## src/rtl/stopwatch_pkg.sv

```systemverilog
// Shared types and limits for the stopwatch timing datapath.
// Holds the FSM state encoding, the BCD digit type and the per-digit rollover limits.
package stopwatch_pkg;

   localparam int DIGIT_W = 4;

   typedef logic [DIGIT_W-1:0] bcd_t;

   typedef enum logic [1:0] {
      IDLE  = 2'd0,
      RUN   = 2'd1,
      PAUSE = 2'd2
   } sw_state_t;

   localparam bcd_t SEC_ONES_MAX = 4'd9;
   localparam bcd_t SEC_TENS_MAX = 4'd5;
   localparam bcd_t MIN_ONES_MAX = 4'd9;
   localparam bcd_t MIN_TENS_MAX = 4'd5;

   // One BCD digit step that wraps back to zero once the digit's own limit is reached.
   function automatic bcd_t bcd_next(input bcd_t d, input bcd_t max);
      return (d == max) ? bcd_t'(0) : d + bcd_t'(1);
   endfunction

endpackage

```

## src/rtl/stopwatch_bcd_counter_if.sv

```systemverilog
// Control pulses in and MM:SS digits / status out for the stopwatch counter.
// The master side is the button logic; the slave side is the counter.
interface stopwatch_bcd_counter_if;
   import stopwatch_pkg::*;

   logic ss_pulse;
   logic clr_pulse;
   logic lap_pulse;
   bcd_t d0;
   bcd_t d1;
   bcd_t d2;
   bcd_t d3;
   logic lap;
   logic running;
   logic wrap;

   modport master (
      output ss_pulse, clr_pulse, lap_pulse,
      input  d0, d1, d2, d3, lap, running, wrap
   );

   modport slave (
      input  ss_pulse, clr_pulse, lap_pulse,
      output d0, d1, d2, d3, lap, running, wrap
   );

endinterface

```

## src/rtl/tick_prescaler.sv

```systemverilog
// Divides clk down to a single-cycle tick every TICK_DIV enabled cycles.
// The count holds while disabled so a paused second resumes where it left off.
module tick_prescaler #(
   parameter int TICK_DIV = 40000000,
   parameter int DIV_W    = 26
) (
   input  logic clk,
   input  logic rst_n,
   input  logic en,
   input  logic clr,
   output logic tick
);

   logic [DIV_W-1:0] count_q;

   assign tick = en && (count_q == DIV_W'(TICK_DIV - 1));

   always_ff @(posedge clk or negedge rst_n) begin
      if (!rst_n) begin
         count_q <= '0;
      end else if (clr) begin
         count_q <= '0;
      end else if (en) begin
         count_q <= tick ? '0 : count_q + DIV_W'(1);
      end
   end

endmodule

```

## src/rtl/stopwatch_bcd_counter.sv

```systemverilog
// MM:SS stopwatch core: start/stop/clear FSM, cascaded BCD time digits and lap hold level.
// Every output is a register so the lap/freeze stage sees glitch-free levels.
module stopwatch_bcd_counter
   import stopwatch_pkg::*;
#(
   parameter int TICK_DIV = 40000000,
   parameter int DIV_W    = 26
) (
   input  logic                   clk,
   input  logic                   rst_n,
   stopwatch_bcd_counter_if.slave bus
);

   sw_state_t state_q;
   bcd_t      d0_q, d1_q, d2_q, d3_q;
   logic      lap_q, running_q, wrap_q;
   logic      tick;

   bcd_t d0_n, d1_n, d2_n, d3_n;
   logic c0, c1, c2, rollover;

   tick_prescaler #(
      .TICK_DIV (TICK_DIV),
      .DIV_W    (DIV_W)
   ) u_prescaler (
      .clk   (clk),
      .rst_n (rst_n),
      .en    (state_q == RUN),
      .clr   (state_q == IDLE),
      .tick  (tick)
   );

   // Ripple-carry across the four digits; rollover marks 59:59 about to become 00:00.
   always_comb begin
      c0       = (d0_q == SEC_ONES_MAX);
      c1       = c0 && (d1_q == SEC_TENS_MAX);
      c2       = c1 && (d2_q == MIN_ONES_MAX);
      rollover = c2 && (d3_q == MIN_TENS_MAX);
      d0_n     = bcd_next(d0_q, SEC_ONES_MAX);
      d1_n     = c0 ? bcd_next(d1_q, SEC_TENS_MAX) : d1_q;
      d2_n     = c1 ? bcd_next(d2_q, MIN_ONES_MAX) : d2_q;
      d3_n     = c2 ? bcd_next(d3_q, MIN_TENS_MAX) : d3_q;
   end

   always_ff @(posedge clk or negedge rst_n) begin
      if (!rst_n) begin
         state_q   <= IDLE;
         d0_q      <= '0;
         d1_q      <= '0;
         d2_q      <= '0;
         d3_q      <= '0;
         lap_q     <= 1'b0;
         running_q <= 1'b0;
         wrap_q    <= 1'b0;
      end else begin
         wrap_q <= 1'b0;
         case (state_q)
            IDLE: begin
               if (!bus.clr_pulse && bus.ss_pulse) begin
                  state_q   <= RUN;
                  running_q <= 1'b1;
               end
            end
            // Clear is deliberately ignored here; a tick and a stop in the same cycle both apply.
            RUN: begin
               if (tick) begin
                  d0_q   <= d0_n;
                  d1_q   <= d1_n;
                  d2_q   <= d2_n;
                  d3_q   <= d3_n;
                  wrap_q <= rollover;
               end
               if (bus.lap_pulse) begin
                  lap_q <= !lap_q;
               end
               if (bus.ss_pulse) begin
                  state_q   <= PAUSE;
                  running_q <= 1'b0;
               end
            end
            PAUSE: begin
               if (bus.clr_pulse) begin
                  state_q <= IDLE;
                  d0_q    <= '0;
                  d1_q    <= '0;
                  d2_q    <= '0;
                  d3_q    <= '0;
                  lap_q   <= 1'b0;
               end else begin
                  if (bus.ss_pulse) begin
                     state_q   <= RUN;
                     running_q <= 1'b1;
                  end
                  if (bus.lap_pulse) begin
                     lap_q <= 1'b0;
                  end
               end
            end
            default: begin
               state_q   <= IDLE;
               running_q <= 1'b0;
            end
         endcase
      end
   end

   assign bus.d0      = d0_q;
   assign bus.d1      = d1_q;
   assign bus.d2      = d2_q;
   assign bus.d3      = d3_q;
   assign bus.lap     = lap_q;
   assign bus.running = running_q;
   assign bus.wrap    = wrap_q;

endmodule

```

## src/flat_wrapper.sv

```systemverilog
// flat-port wrapper written by rule: the top's interface ports become plain ports
module stopwatch_bcd_counter_flat import stopwatch_pkg::*;
#(
   parameter int TICK_DIV = 40000000,
   parameter int DIV_W    = 26
)
  (clk, rst_n, bus_ss_pulse, bus_clr_pulse, bus_lap_pulse, bus_d0, bus_d1, bus_d2, bus_d3, bus_lap, bus_running, bus_wrap);
  stopwatch_bcd_counter_if bus_i ();
  input  logic clk;
  input  logic rst_n;
  input wire logic [$bits(bus_i.ss_pulse)-1:0] bus_ss_pulse;
  input wire logic [$bits(bus_i.clr_pulse)-1:0] bus_clr_pulse;
  input wire logic [$bits(bus_i.lap_pulse)-1:0] bus_lap_pulse;
  output wire logic [$bits(bus_i.d0)-1:0] bus_d0;
  output wire logic [$bits(bus_i.d1)-1:0] bus_d1;
  output wire logic [$bits(bus_i.d2)-1:0] bus_d2;
  output wire logic [$bits(bus_i.d3)-1:0] bus_d3;
  output wire logic [$bits(bus_i.lap)-1:0] bus_lap;
  output wire logic [$bits(bus_i.running)-1:0] bus_running;
  output wire logic [$bits(bus_i.wrap)-1:0] bus_wrap;
  assign bus_i.ss_pulse = bus_ss_pulse;
  assign bus_i.clr_pulse = bus_clr_pulse;
  assign bus_i.lap_pulse = bus_lap_pulse;
  assign bus_d0 = bus_i.d0;
  assign bus_d1 = bus_i.d1;
  assign bus_d2 = bus_i.d2;
  assign bus_d3 = bus_i.d3;
  assign bus_lap = bus_i.lap;
  assign bus_running = bus_i.running;
  assign bus_wrap = bus_i.wrap;
  stopwatch_bcd_counter #(.TICK_DIV(TICK_DIV), .DIV_W(DIV_W)) u_core (.clk(clk), .rst_n(rst_n), .bus(bus_i));
endmodule
```

## config.mk

```make
export PLATFORM = sky130hd
export DESIGN_NAME = stopwatch_bcd_counter_flat
export DESIGN_NICKNAME = d
export VERILOG_FILES = /design/src/rtl/stopwatch_pkg.sv /design/src/rtl/stopwatch_bcd_counter_if.sv /design/src/rtl/tick_prescaler.sv /design/src/rtl/stopwatch_bcd_counter.sv /design/src/flat_wrapper.sv
export SDC_FILE = /design/constraint.sdc
export NUM_CORES = 1
export LEC_CHECK = 0
export ABC_AREA = 1
export CORE_UTILIZATION = 55
export DETAILED_ROUTE_END_ITERATION = 8
export GPL_ROUTABILITY_DRIVEN = 0
export PLACE_DENSITY = 0.83
export REMOVE_ABC_BUFFERS = 1
export SETUP_SLACK_MARGIN = 0.05
export SLEW_MARGIN = 20
export SYNTH_ARGS = -nofsm -noshare
export SYNTH_HDL_FRONTEND = slang
export SYNTH_SLANG_ARGS = --single-unit
```

## constraint.sdc

```tcl
create_clock -name clk -period 2.4 [get_ports clk]
set_input_delay 0.48 -clock clk [delete_from_list [all_inputs] [get_ports clk]]
set_output_delay 0.48 -clock clk [all_outputs]
set_load 0.03 [all_outputs]
```

==> results.json <==
{
  "root_buffer": "clkbuf_8",
  "num_rows": 26,
  "yosysWarnings": 0,
  "setup_tns_ns": 0,
  "synthDistinctLibCells": 28,
  "vias": 2805,
  "routed_wl_um": 6840,
  "antenna_found_initial": 0,
  "htree_levels": 2,
  "dp.cells": 518,
  "dp_hpwl_um": 5050,
  "first_pass_iters": 4,
  "syn_area_per_cell_um2": 7.21,
  "final_nets": 474,
  "crit_path_max_incr_delay_ns": 0.52,
  "start_util": 0.587,
  "portBuffers": 23,
  "synth_seq_area_share": 0.380,
  "num_io_pins": 24,
  "cts-hold-fix-buffers": 0,
  "finalClockSkew_ns": 0.00714,
  "power_density_nw_per_um2": 1000,
  "die_w_um": 77.0,
  "diodes": 0,
  "maxSlewViolCount": 0,
  "cp_data_required_time_ns": 2.63,
  "synth-compound-area-share": 0.0405,
  "setup-violations-final": 0,
  "stdcell_area_um2": 3460,
  "start_kind": "register",
  "power_leakage_nw": 1.58,
  "whs_ns": 0.249,
  "finalHoldViolCount": 0,
  "cts_made_buffers": 5,
  "critPathKind": "reg2reg",
  "crit_buf_inv": 2,
  "slew_headroom": 0.608,
  "first_global_vias": 2721,
  "drtIter0Drc": 168,
  "dpl-instance-area_um2": 3360,
  "instances_no_fill": 526,
  "ir_worst_vdd_uv": 771,
  "core_area_um2": 5270,
  "tightest_slew_ns": 0.588,
  "critPathTopFamily": "simple AND/OR/NAND/NOR gates",
  "drive_above_1_share": 0.0724,
  "rsz0062_at_grt": "no",
  "cts_buffer_depth": 2,
  "syn_to_final_growth_pct": 11.9,
  "final_util": 0.656,
  "grt_first_pass_wirelength_um": 12200,
  "rr_endpoint": "u_core.u_prescaler.count_q[14]",
  "period_share": 0.836,
  "final_common_cell": "nand2_1",
  "syn_area_um2": 3090,
  "synth_top_family_by_area": "simple AND/OR/NAND/NOR gates",
  "min_path_type": "in2async",
  "routedWlPerCell_um": 13.0,
  "route.detailed.drc": 0,
  "min_period_ns": 2.01,
  "cts-resized-gates": 0,
  "drtAntennaViolNets": 0,
  "r2r_start": "u_core.state_q[1]",
  "synth_xor_area_frac": 0.0538,
  "cp.depth": 9,
  "worstSkewPairLatency_ns": 0.30,
  "layout_common_cells": "nand2_1, nor2_1, dfrtp_1",
  "synth-simple-area-share": 0.400,
  "die_area_um2": 5930,
  "grt_max_degree": 48,
  "routed_via_density": 5.33,
  "max-cap-violations": 0,
  "outcome": "completed",
  "fmax_mhz": 499,
  "synth_fa_ha_area_frac": 0.0566,
  "post-cts-setup-buffers": 0,
  "r2r_cells": 9,
  "clock_sinks": 47,
  "grt_usage": 0.256,
  "crit_path_frequent_cell": "nor2_1",
  "rrSetupSlack_ns": 0.39,
  "clk_pin_slew_ns": 0.10,
  "cp_max_fo": 13,
  "endpoint_kind": "register",
  "syn_inst": 429,
  "slowest_stage": "ha_1",
  "path_cells": "inv_1 -> ha_1 -> nor2_1 -> buf_4 -> nor2_1 -> nand2_1 -> nand2_1 -> nand3_1 -> nor2_1",
  "die_y_um": 77.0,
  "overflow": 0,
  "cp.arrival_ns": 2.24,
  "synth_mux_area_frac": 0,
  "fill_cells": 488,
  "synth-seq-cells": 47,
  "cts_tree": "yes"
}
## kinds of logic (layout without fill, tap and decap cells)
| logic type | Yosys count | in the layout |
|---|---|---|
| and+or+nand+nor | 282 | 282 |
| DFF | 47 | 47 |
| buffers and inverters | 46 | 73 |
| AOI/OAI and AO/OA | 21 | 21 |
| xor gates and xnor gates | 19 | 19 |
| adders and majority gates | 14 | 14 |
## cells in the mapped netlist, drive strengths merged
cell | count | area share
xor2 | 11 | 0.031
xnor2 | 8 | 0.023
nor3 | 13 | 0.023
o22ai | 2 | 0.0040
clkbuf | 1 | 0.0012
nor2 | 77 | 0.10
nand3 | 40 | 0.065
dfrtp | 47 | 0.38
inv | 39 | 0.047
a21oi | 7 | 0.015
ha | 14 | 0.057
buf | 6 | 0.021
o32ai | 1 | 0.0028
nand4 | 11 | 0.022
nor3b | 1 | 0.0024
o21ai | 10 | 0.016
nand2 | 140 | 0.19
a21boi | 1 | 0.0024
## layer usage
layer	part of all wire	vias up	track usage	routed length (µm)
met5	0	-	0	0
met4	0.011	0	0.0698	72
met3	0.044	9	0.0381	304
met2	0.50	63	0.460	3440
met1	0.44	1324	0.318	3030
li1	-	1409	-	-
## sequential cells by signal, indices dropped and copies added, names as in the netlist
name	count
u_core.u_prescaler.count_q	26
u_core.bus.d0	4
u_core.bus.lap	1
u_core.bus.d3	4
u_core.state_q	2
u_core.bus.d1	4
u_core.bus.d2	4
u_core.bus.running	1
u_core.bus.wrap	1
## how the worst max path moves through the flow
stage	from	to	slack [ns]
finish	u_core.state_q[1]	u_core.u_prescaler.count_q[14]	0.39
detailed placement	u_core.state_q[1]	u_core.u_prescaler.count_q[22]	0.42
CTS	u_core.state_q[1]	u_core.u_prescaler.count_q[22]	0.40
global route	u_core.state_q[1]	u_core.u_prescaler.count_q[14]	0.13
floorplan	u_core.state_q[1]	u_core.u_prescaler.count_q[7]	0.44
global placement	u_core.state_q[1]	u_core.u_prescaler.count_q[17]	0.51
## per-stage QoR
| step | total power, mW | setup slack (ns) |
|---|---|---|
| after floorplan | 2.35 | 0.440 |
| after global placement | 2.90 | 0.511 |
| after CTS | 3.48 | 0.400 |
| final | 3.46 | 0.394 |
| after detailed placement | 2.96 | 0.422 |
| after global routing | 3.73 | 0.131 |
## final cells by class
class,instances,area [µm²],share of cell area
Multi-Input combinational cell,336,1700,0.492
Sequential cell,47,1180,0.340
Timing Repair Buffer,26,248,0.0716
Inverter,39,146,0.0423
Tap cell,70,87.6,0.0253
Clock buffer,6,82.6,0.0239
Clock inverter,2,16.3,0.00470
## worst register-to-register path: cells and delay by family (launching register included)
kind | cells | cell delay [ns]
adder cells (fa/ha/maj) | 1 | 0.52
buffers and inverters | 2 | 0.31
flip-flops | 1 | 0.42
AND/OR/NAND/NOR | 6 | 0.69
## report_power, final
group | switching [mW] | internal (mW) | total, mW
clock | 0.282 | 0.236 | 0.518
combinational | 1.17 | 0.638 | 1.81
sequential | 0.194 | 0.943 | 1.14
total | 1.65 | 1.82 | 3.46
No activity file was read; power rests on OpenSTA's default activity.
